## src/rtl/job_dispatch_pkg.sv

```systemverilog
// Shared state encoding and widths for the job dispatch scheduler and its arbiter.
package job_dispatch_pkg;

  localparam int NUM_CHIPS  = 8;
  localparam int CHIP_IDX_W = 3;
  localparam int WDOG_W     = 16;

  typedef enum logic [2:0] {
    IDLE,
    START,
    WAIT_DONE,
    RELEASE,
    FAULT
  } dispatchState_t;

endpackage

```

## src/rtl/job_dispatch_rr_arbiter8.sv

```systemverilog
// Round-robin pick among eight requesters, searching upward from lastGrant+1; purely
// combinational (zero latency), no backpressure: the caller decides when a grant is taken.
module rr_arbiter8
  import job_dispatch_pkg::*;
(
  input  logic [NUM_CHIPS-1:0]  request,
  input  logic [CHIP_IDX_W-1:0] lastGrant,
  output logic                  valid,
  output logic [CHIP_IDX_W-1:0] grant
);

  logic [CHIP_IDX_W-1:0] base;
  logic [NUM_CHIPS-1:0]  rotated;
  logic [CHIP_IDX_W-1:0] offset;

  assign base = lastGrant + CHIP_IDX_W'(1);

  // Rotate so the first candidate sits at bit 0; the 3-bit index sum wraps mod 8.
  always_comb begin
    rotated = '0;
    for (int i = 0; i < NUM_CHIPS; i++) begin
      rotated[i] = request[base + CHIP_IDX_W'(i)];
    end
  end

  always_comb begin
    offset = '0;
    for (int i = NUM_CHIPS - 1; i >= 0; i--) begin
      if (rotated[i]) offset = CHIP_IDX_W'(i);
    end
  end

  assign valid = |request;
  assign grant = base + offset;

endmodule

```

## src/rtl/job_dispatch_scheduler.sv

```systemverilog
// Round-robin sequencer of the issuance engine over 8 chips; grant to IssueStart 1 cycle, done to JobAck 1 cycle.
// Holds off new grants while an issuance is in flight or done lingers; JOB_DISPATCH_TIMEOUT_EN adds the watchdog.
module job_dispatch_scheduler
  import job_dispatch_pkg::*;
#(
  parameter int NUM_CHIPS      = 8,
  parameter int TIMEOUT_CYCLES = 65535
) (
  input  logic                  SysClock,
  input  logic                  SysReset_N,
  input  logic                  DispatchEnable,
  input  logic [NUM_CHIPS-1:0]  ChipEnableMask,
  input  logic [NUM_CHIPS-1:0]  JobPending,
  output logic                  IssueStart,
  output logic [CHIP_IDX_W-1:0] IssueChipIndex,
  output logic                  IssueJobIndex,
  input  logic                  IssueDone,
  output logic [NUM_CHIPS-1:0]  JobAck,
  output logic [NUM_CHIPS-1:0]  SlotSel,
  output logic                  Busy,
  output logic                  TimeoutFault,
  input  logic                  FaultClear
);

  dispatchState_t        state, nextState;
  logic [CHIP_IDX_W-1:0] lastChip;
  logic [CHIP_IDX_W-1:0] arbGrant;
  logic                  arbValid;
  logic                  wdogExpired;
  logic [NUM_CHIPS-1:0]  eligible;

  assign eligible = DispatchEnable ? (JobPending & ChipEnableMask) : '0;

  rr_arbiter8 uArbiter (
    .request  (eligible),
    .lastGrant(lastChip),
    .valid    (arbValid),
    .grant    (arbGrant)
  );

  always_ff @(posedge SysClock or negedge SysReset_N) begin
    if (!SysReset_N) state <= IDLE;
    else             state <= nextState;
  end

  always_comb begin
    nextState = state;
    case (state)
      IDLE:      if (arbValid) nextState = START;
      START:     nextState = WAIT_DONE;
      WAIT_DONE: begin
        if (IssueDone)        nextState = RELEASE;
        else if (wdogExpired) nextState = FAULT;
      end
      // A done level still high from the last job must not count for the next one.
      RELEASE:   if (!IssueDone) nextState = IDLE;
      FAULT:     if (FaultClear) nextState = RELEASE;
      default:   nextState = IDLE;
    endcase
  end

  assign IssueStart = (state == START);
  assign Busy       = (state != IDLE);

  always_ff @(posedge SysClock or negedge SysReset_N) begin
    if (!SysReset_N) begin
      IssueChipIndex <= '0;
      IssueJobIndex  <= 1'b0;
      JobAck         <= '0;
      SlotSel        <= '0;
      lastChip       <= CHIP_IDX_W'(NUM_CHIPS - 1);
    end else begin
      JobAck <= '0;
      if (state == IDLE && arbValid) begin
        IssueChipIndex <= arbGrant;
        IssueJobIndex  <= SlotSel[arbGrant];
      end
      if (state == WAIT_DONE && IssueDone) begin
        JobAck                  <= NUM_CHIPS'(1) << IssueChipIndex;
        SlotSel[IssueChipIndex] <= ~SlotSel[IssueChipIndex];
        lastChip                <= IssueChipIndex;
      end
    end
  end

`ifdef JOB_DISPATCH_TIMEOUT_EN
  localparam logic [WDOG_W-1:0] WdogLimit = WDOG_W'(TIMEOUT_CYCLES - 1);

  logic [WDOG_W-1:0] wdogCount;
  logic              faultFlag;

  assign wdogExpired = (state == WAIT_DONE) && !IssueDone && (wdogCount == WdogLimit);

  always_ff @(posedge SysClock or negedge SysReset_N) begin
    if (!SysReset_N) begin
      wdogCount <= '0;
      faultFlag <= 1'b0;
    end else begin
      if (state == START) begin
        wdogCount <= '0;
      end else if (state == WAIT_DONE && !IssueDone && !wdogExpired) begin
        wdogCount <= wdogCount + WDOG_W'(1);
      end
      if (wdogExpired) begin
        faultFlag <= 1'b1;
      end else if (state == FAULT && FaultClear) begin
        faultFlag <= 1'b0;
      end
    end
  end

  assign TimeoutFault = faultFlag;
`else
  logic [WDOG_W-1:0] unusedTimeoutCycles;

  assign unusedTimeoutCycles = WDOG_W'(TIMEOUT_CYCLES);
  assign wdogExpired         = 1'b0;
  assign TimeoutFault        = 1'b0;
`endif

endmodule

```

## config.mk

```make
export PLATFORM = sky130hd
export DESIGN_NAME = job_dispatch_scheduler
export DESIGN_NICKNAME = d
export VERILOG_FILES = /design/src/rtl/job_dispatch_pkg.sv /design/src/rtl/job_dispatch_rr_arbiter8.sv /design/src/rtl/job_dispatch_scheduler.sv
export SDC_FILE = /design/constraint.sdc
export NUM_CORES = 1
export LEC_CHECK = 0
export ABC_AREA = 1
export CORE_MARGIN = 4
export CORE_UTILIZATION = 45
export DETAILED_ROUTE_END_ITERATION = 12
export DONT_BUFFER_PORTS = 1
export GPL_TIMING_DRIVEN = 0
export PLACE_DENSITY_LB_ADDON = 0.3
export SKIP_LAST_GASP = 1
export SLEW_MARGIN = 15
export SYNTH_ARGS = -nofsm -noshare
export SYNTH_HDL_FRONTEND = slang
export SYNTH_SLANG_ARGS = --single-unit
```

## constraint.sdc

```tcl
create_clock -name SysClock -period 2.95 [get_ports SysClock]
set_input_delay 0.59 -clock SysClock [delete_from_list [all_inputs] [get_ports SysClock]]
set_output_delay 0.59 -clock SysClock [all_outputs]
set_load 0.02 [all_outputs]
```

======== Word-level counts from Yosys, hierarchy flattened ========
Index checks and enable logic that the tools add are counted.
storage, ports and cells
  bits in registers ....................... 26
  latch bits .............................. 0
  RAM bits ................................ 0
  memory bits (read-only) ................. 0
  input port bits ......................... 21
  output and inout bits ................... 23
  word-level logic and storage cells ...... 82
  memories kept ........................... 0
operators by class
  add/sub/neg operators ................... 9
  multiply operators ...................... 0
  div/mod/pow operators ................... 0
  $lt $le $gt $ge ......................... 11
  equal/unequal tests ..................... 8
  shifts and indexed selects .............. 1
  multiplexer cells ....................... 38
  bitwise logic cells ..................... 2
  reductions and logical operators ........ 7
operator list
  operator                                                    number
  less-than comparator 3 x 4 -> 1 bit, second input constant  10
  two-way mux 3 bit                                           12
  binary-select mux 1 bit (select 3 bit)                      10
  two-way mux 8 bit                                           2
  one-hot mux 3 bit (5 select lines)                          1
  adder 3 bit, second input constant                          4
  two-way mux 1 bit                                           11
  bitwise AND 8 bit                                           1
  bitwise mux 8 bit                                           1
  inequality test 2 bit, second input constant                4
  OR reduction 8 bit                                          1
  left shift 1 x 3 -> 8 bit, first input constant             1
  adder 3 x 1 -> 3 bit, second input constant                 2
  adder 3 x 2 -> 3 bit, second input constant                 2
  equality test 3 x 2 -> 1 bit, second input constant         2
  AND reduction 4 bit                                         1
  adder 3 bit                                                 1
  demux 1 bit (select 3 bit)                                  1
  equality test 3 x 1 -> 1 bit, second input constant         1
  equality test 3 bit, second input constant                  1
  >= comparator 3 x 1 -> 1 bit, second input constant         1
  logical AND 1 bit                                           3
  zero test 3 bit                                             1
  nonzero test 3 bit                                          1
  inverter 1 bit                                              1

======== Depth between registers and ports, before layout ========
Gate-level depths: netlist of run 1.
  word-level depth ........................ 15
  gate-level depth with buffers ........... 23
  gate-level depth less buffers ........... 23

======== Cells and area by module ========
Synthesis of run 1 repeated with hierarchy kept, for this count alone.
unflattened totals
  cells, all modules ...................... 291
  area total of the unflattened synthesis .. 1,909.3 sq um
by module, submodules not included
  module                  instances  cells each  area an instance (sq um)  sequential area each (sq um)
  job_dispatch_scheduler  1          160         1,238.7                   629.4
  rr_arbiter8             1          131         670.6                     0.0

======== Least setup slack after synthesis of run 1 ========
No wires, ideal clock.
  kind .................................... register to register
  start ................................... register lastChip[0]
  end ..................................... register IssueJobIndex
  arrival ................................. 2.950 ns
  data required time ...................... 2.833 ns
  slack ................................... -0.117 ns
  stages on the path, launching flop included .. 23
  clock period less this slack ............ 3.067 ns
  cells stage by stage .................... dfstp_2 > ha_1 > buf_6 > inv_6 > nand2_1 > nand2_2 > nand3_1 > nand2_1 > nand2_1 > nand2_1 > a21oi_1 > o21ai_0 > nand2_1 > a21boi_0 > ha_1 > inv_1 > fa_1 > xor2_1 > inv_1 > nand3_1 > nand3_1 > nand3_1 > nand2_1
on the way
  word-level cells in the longest chain between the ends .. 15
  elaborated cells on any way between the ends .. 35
  classes of those cells .................. add/sub (9); mux (26)
ends and longest elaborated chain
  what                                         line                            source
  start, declared                              job_dispatch_scheduler.sv:26    logic [CHIP_IDX_W-1:0] lastChip;
  start signal, assigned                       job_dispatch_scheduler.sv:71    lastChip <= CHIP_IDX_W'(NUM_CHIPS - 1);
  start signal, assigned                       job_dispatch_scheduler.sv:81    lastChip <= IssueChipIndex;
  adder 3 x 1 -> 3 bit (*)                     job_dispatch_rr_arbiter8.sv:16  assign base = lastGrant + CHIP_IDX_W'(1);
  adder 3 bit                                  job_dispatch_rr_arbiter8.sv:22  rotated[i] = request[base + CHIP_IDX_W'(i)];
  binary-select mux 1 bit (select 3 bit)       job_dispatch_rr_arbiter8.sv:22
  two-way mux 1 bit (not written as such)      job_dispatch_rr_arbiter8.sv:22
  two-way mux 3 bit (8 in a row)               job_dispatch_rr_arbiter8.sv:29  if (rotated[i]) offset = CHIP_IDX_W'(i);
  adder 3 bit (*)                              job_dispatch_rr_arbiter8.sv:34  assign grant = base + offset;
  binary-select mux 1 bit (select 3 bit) (*)   job_dispatch_scheduler.sv:76    IssueJobIndex <= SlotSel[arbGrant];
  two-way mux 1 bit (not written as such) (*)  job_dispatch_scheduler.sv:76
  end signal, assigned                         job_dispatch_scheduler.sv:76
  end, declared                                job_dispatch_scheduler.sv:16    output logic IssueJobIndex,
Mark *: on every way between the ends. The rest lies on a longest branch, timed or not. The select of a mux whose other input is x is not followed.
A chain may end at the register's enable or synchronous reset.

======== Final worst setup path of run 1 ========
Same ends and word-level chain as after synthesis.

==> results of run 1 <==
==> routing by layer <==
metal,part of all wire,global-route usage,vias to the layer above
li1,-,-,878
met1,0.43,0.213,799
met2,0.51,0.296,39
met3,0.053,0.0319,5
met4,0.012,0.0501,0
met5,0,0,-
==> registers in the layout (all words and copies together), names as in the netlist <==
register	flops
lastChip	3
JobAck	8
state	2
IssueChipIndex	3
IssueJobIndex	1
SlotSel	8
==> metrics by stage <==
stage | setup TNS [ns] | hold WS [ns] | worst slack, ns
after detailed placement | -0.744 | 0.295 | -0.399
final | -0.0710 | 0.156 | -0.0710
after floorplan | -0.0914 | 0.294 | -0.0914
after global placement | -0.662 | 0.295 | -0.379
after CTS | -0.0926 | 0.00125 | -0.0926
after global routing | -0.312 | 0.145 | -0.248
==> layout by cell type (no fill, tap or decap), types with 4 or more instances in the layout <==
cell type and n:
nand3_2 14, nand4_1 8, nand2_1 65, nor2_1 23, o21ai_0 8, a21oi_1 13, nand2_4 6, buf_6 7
nand3_1 23, buf_4 8, dfrtp_1 22, inv_1 17, ha_1 4, nand2_2 16
==> kinds of logic after synthesis <==
kind of cell	share of synthesized area
AND/OR/NAND/NOR	0.397
AO/OA/AOI/OAI	0.101
buffers and inverters	0.0918
flip-flops	0.342
adder cells (fa/ha/maj)	0.0517
XOR/XNOR	0.00952
other	0.00204
multiplexers	0.00544
==> layout make-up <==
type | instances | area share
Multi-Input combinational cell | 203 | 0.542
Sequential cell | 25 | 0.282
Timing Repair Buffer | 13 | 0.0533
Inverter | 22 | 0.0415
Buffer | 6 | 0.0337
Tap cell | 48 | 0.0269
Clock buffer | 3 | 0.0185
Clock inverter | 1 | 0.00224
==> how the worst min path moves through the flow <==
stage	startpoint	to	slack, ns	cells past startpoint
2_1_floorplan	SysReset_N	IssueChipIndex[0]	0.29	0
3_3_place_gp	SysReset_N	JobAck[7]	0.29	0
3_5_place_dp	SysReset_N	IssueJobIndex	0.29	0
4_1_cts	SysReset_N	IssueJobIndex	0.001	0
5_1_grt	SysReset_N	lastChip[1]	0.14	0
6_report	SysReset_N	lastChip[0]	0.16	0
==> critical path: cells and delay by family (launching register included) <==
kind | cells | cell delay (ns)
AO/OA/AOI/OAI | 5 | 0.54
adder cells (fa/ha/maj) | 3 | 1.04
buffers and inverters | 3 | 0.21
flip-flops | 1 | 0.57
AND/OR/NAND/NOR | 9 | 0.61
==> what timing repair did <==
action,in CTS,in global routing
endpoints found under the hold margin,0,22
setup endpoints to repair,3,2
gates resized for setup,19,28
pin swaps,19,19
setup buffers,10,2
hold buffers,0,1
==> flow_summary.json, run 1 <==
{
  "status": "complete, but fails checks",
  "violations": "negative setup slack",
  "rsz0062_at_grt": "yes",
  "syn-num-nets": 285,
  "clock_sinks": 25,
  "drt-vias-per-instance": 5.36,
  "crit_required_ns": 3.16,
  "antenna_found_initial": 0,
  "reg2reg_to": "IssueJobIndex",
  "ff2ff_setup_slack_ns": -0.07,
  "synth-seq-cells": 25,
  "syn_to_final_growth_pct": 21.2,
  "synth_area_um2": 1840,
  "hold_class": "in2async",
  "die_h_um": 72.0,
  "cts_buffers": 3,
  "synthFlopType": "dfrtp_1",
  "path_cells": "ha_4, inv_8, nand2_4, nand2_4, buf_6, nand3_2, nand3_2, nand2_2, a21oi_2, o21ai_1, nand2_1, a21boi_2, ha_2, inv_2, fa_2, a21oi_2, a32o_2, nand3_2, nand3_2, nand2_1",
  "crit_top_cell": "nand3_2",
  "setup.worst_path.end_class": "register",
  "crit_end": "IssueJobIndex",
  "drive_above_1_share": 0.293,
  "layout_setup_ws_ns": -0.0710,
  "fin_crit_sh": 1.02,
  "reg2reg_from": "lastChip[0]",
  "fmax_ghz": 0.331,
  "portBuffers": 0,
  "yosysSeqAreaShare": 0.342,
  "n_antenna_cell": 0,
  "dp_cells": 305,
  "grt_pass1_wl_um": 7160,
  "synthTopCellsByCount": "74 x nand2_1, 37 x nand3_1, 23 x nor2_1",
  "root_buffer": "clkbuf_8",
  "yosys-top-cells-area": "dfrtp_1 30%, nand2_1 15%, nand3_1 10%",
  "placed_cell_area_um2": 1920,
  "syn_inst": 257,
  "vias": 1721,
  "die_w_um": 72.0,
  "regArea_um2": 629,
  "crit_path_max_fanout": 5,
  "setup_viol": 1,
  "multi_input_area_um2": 1210,
  "post-route-cell-area_um2": 2230,
  "hold_viol": 0,
  "grt-ovfl-total": 0,
  "row_count": 22,
  "drv_cap": 0,
  "cp-startpoint": "lastChip[0]",
  "wl_um": 4370,
  "cpPeakStageDelay_ns": 0.64,
  "critPathSlowestCell": "fa_2",
  "dieArea_um2": 5180,
  "layout.cells.non_filler": 321,
  "wl_per_cell_um": 13.6,
  "cts_tree": "done",
  "h-tree-depth": 1,
  "period_minus_slack_ns": 3.02,
  "drc": 0,
  "insertion_delay_ns": 0.27,
  "fillers": 354,
  "grt_usage": 0.170,
  "synth_most_common_cell": "nand2_1",
  "slew_headroom": 0.370,
  "start_util": 0.485,
  "synth_top_area_share": 0.299,
  "synth_top_area_cell": "dfrtp_1",
  "ioPinCount": 44,
  "slew_violations": 0,
  "drt_iter0_markers": 108,
  "fin_nets": 302,
  "crit_type": "reg2reg",
  "ant_nets": 0,
  "ys_warn_count": 0,
  "dr.pass1.iters": 4,
  "critPathLaunchType": "register",
  "clk_pin_slew_ns": 0.08,
  "hpwl_um": 3200,
  "syn_avg_cell_area_um2": 7.16,
  "worst_pin_slew_ns": 0.942,
  "ys_types": 32,
  "grt_pass1_vias": 1621,
  "postSynth.asyncResetShare": 1.00,
  "clockBufferDepth": 2,
  "fin_worst_skew_ns": 0.00171,
  "arrival_ns": 3.23,
  "reg2reg_depth": 20,
  "grt_max_degree": 26,
  "synth_edf_count": 0,
  "core-area_um2": 3800,
  "place_congestion": 0.935,
  "post-route-util": 0.587
}
Power of run 1 is left out: the tool's default activity adds up to more than one toggle a clock period on the data nets, which glitch-free logic cannot reach.
==> run 2, diff against run 1 <==
Settings changed: CTS_BUF_LIST from default to sky130_fd_sc_hd__clkbuf_8.
==> results of run 2 <==
No change in the layout: final DEF, timing and power equal those of run 1.
Power of run 2 is left out for the same reason.
==> run 3, diff against run 2 <==
Clock period 2.95 ns to 2.5 ns, I/O delays scaled along.
==> run 3 against run 2 <==
Effect of this change:
- die area did not move
- critical path type unchanged
- the flow still finishes with violations (negative setup slack)
- hold slack got worse by 0.092 ns
- global-route usage increased by 0.76 points
- via count down 2.4%
==> flow_summary.json, run 3 (synthesis gave the netlist of run 1 again) <==
{
  "cp-startpoint": "lastChip[0]",
  "drt_iter0_markers": 112,
  "grt_max_degree": 23,
  "period_minus_slack_ns": 3.00,
  "start_util": 0.485,
  "crit_path_max_fanout": 6,
  "regArea_um2": 629,
  "crit_required_ns": 2.72,
  "grt_pass1_vias": 1672,
  "hold_class": "in2async",
  "wl_um": 4290,
  "n_antenna_cell": 0,
  "dp_cells": 305,
  "clockBufferDepth": 2,
  "worst_pin_slew_ns": 0.948,
  "layout.cells.non_filler": 318,
  "clock_sinks": 25,
  "placed_cell_area_um2": 1950,
  "grt_pass1_wl_um": 7470,
  "cts_tree": "done",
  "multi_input_area_um2": 1150,
  "ant_nets": 0,
  "crit_end": "IssueJobIndex",
  "drv_cap": 0,
  "fin_worst_skew_ns": 0.0101,
  "wl_per_cell_um": 13.5,
  "post-route-cell-area_um2": 2160,
  "fmax_ghz": 0.333,
  "violations": "negative setup slack",
  "hpwl_um": 3250,
  "critPathLaunchType": "register",
  "slew_headroom": 0.366,
  "root_buffer": "clkbuf_8",
  "reg2reg_depth": 20,
  "reg2reg_to": "IssueJobIndex",
  "syn_to_final_growth_pct": 17.3,
  "row_count": 22,
  "h-tree-depth": 1,
  "rsz0062_at_grt": "yes",
  "drc": 0,
  "arrival_ns": 3.23,
  "slew_violations": 0,
  "core-area_um2": 3800,
  "setup_viol": 3,
  "status": "complete, but fails checks",
  "insertion_delay_ns": 0.28,
  "crit_type": "reg2reg",
  "final_common_cell": "nand2_1",
  "die_w_um": 72.0,
  "portBuffers": 0,
  "drt-vias-per-instance": 5.28,
  "setup.worst_path.end_class": "register",
  "ff2ff_setup_slack_ns": -0.50,
  "fillers": 362,
  "die_h_um": 72.0,
  "ioPinCount": 44,
  "reg_top3": "JobAck (8), SlotSel (8)",
  "reg2reg_from": "lastChip[0]",
  "layout_setup_ws_ns": -0.503,
  "fin_nets": 299,
  "grt_usage": 0.177,
  "clk_pin_slew_ns": 0.09,
  "fin_crit_sh": 1.20,
  "dieArea_um2": 5180,
  "vias": 1679,
  "grt-ovfl-total": 0,
  "hold_viol": 0,
  "drive_above_1_share": 0.252,
  "place_congestion": 0.882,
  "cts_buffers": 3,
  "antenna_found_initial": 0,
  "final_cell_mix": "66 x nand2_1, 31 x nand3_1, 23 x nor2_1, 22 x dfrtp_1, 17 x inv_1",
  "dr.pass1.iters": 4
}
run 3: worst max-delay path, cell delays in order (launching register included):
cell and delay, ns:
dfstp_2 0.57, ha_4 0.25, inv_8 0.08, nand2_4 0.05, nand2_4 0.08, nand3_2 0.07, nand2_1 0.07, nand2_1 0.05
nand2_2 0.07, a21oi_2 0.05, o21ai_1 0.12, nand2_1 0.08, a21boi_2 0.13, ha_2 0.18, inv_2 0.04, fa_2 0.60
a21oi_2 0.04, a32o_1 0.23, nand3_1 0.07, nand3_1 0.07, nand2_1 0.06
run 3: metal layers:
layer | share of wire | track usage
met5 | 0 | 0
met4 | 0.011 | 0.0564
met3 | 0.044 | 0.0360
met2 | 0.49 | 0.302
met1 | 0.45 | 0.226
run 3: through the flow:
stage | setup TNS (ns) | setup WS (ns) | util | hold slack [ns]
floorplan | -1.12 | -0.528 | - | 0.204
global placement | -1.92 | -0.799 | 0.512 | 0.205
detailed placement | -1.94 | -0.786 | 0.512 | 0.205
CTS | -1.02 | -0.527 | 0.557 | 0.0626
global route | -1.52 | -0.678 | 0.568 | 0.0459
finish | -0.985 | -0.503 | 0.568 | 0.0638
run 3: final cells by class:
cell class                      instances  share of cell area
Inverter                               22              0.0429
Clock buffer                            3              0.0191
Multi-Input combinational cell        203               0.534
Buffer                                  6              0.0377
Timing Repair Buffer                   10              0.0429
Sequential cell                        25               0.292
Tap cell                               48              0.0278
Clock inverter                          1             0.00348
run 3: how the worst min path moves through the flow:
stage / startpoint / to / cells past startpoint / slack [ns]
floorplan: SysReset_N / IssueChipIndex[0] / 0 / 0.20
global placement: SysReset_N / JobAck[7] / 0 / 0.21
detailed placement: SysReset_N / IssueJobIndex / 0 / 0.20
CTS: SysReset_N / lastChip[2] / 0 / 0.06
global route: SysReset_N / lastChip[2] / 0 / 0.05
finish: SysReset_N / lastChip[2] / 0 / 0.06
run 3: timing repair:
item | CTS | global route
pin swaps | 20 | 10
buffers inserted | 6 | 3
setup endpoints to repair | 4 | 4
gates cloned | 0 | 0
endpoints found under the hold margin | 22 | 0
hold buffers | 1 | 0
resized for setup | 21 | 5
Power of run 3 is left out for the same reason.
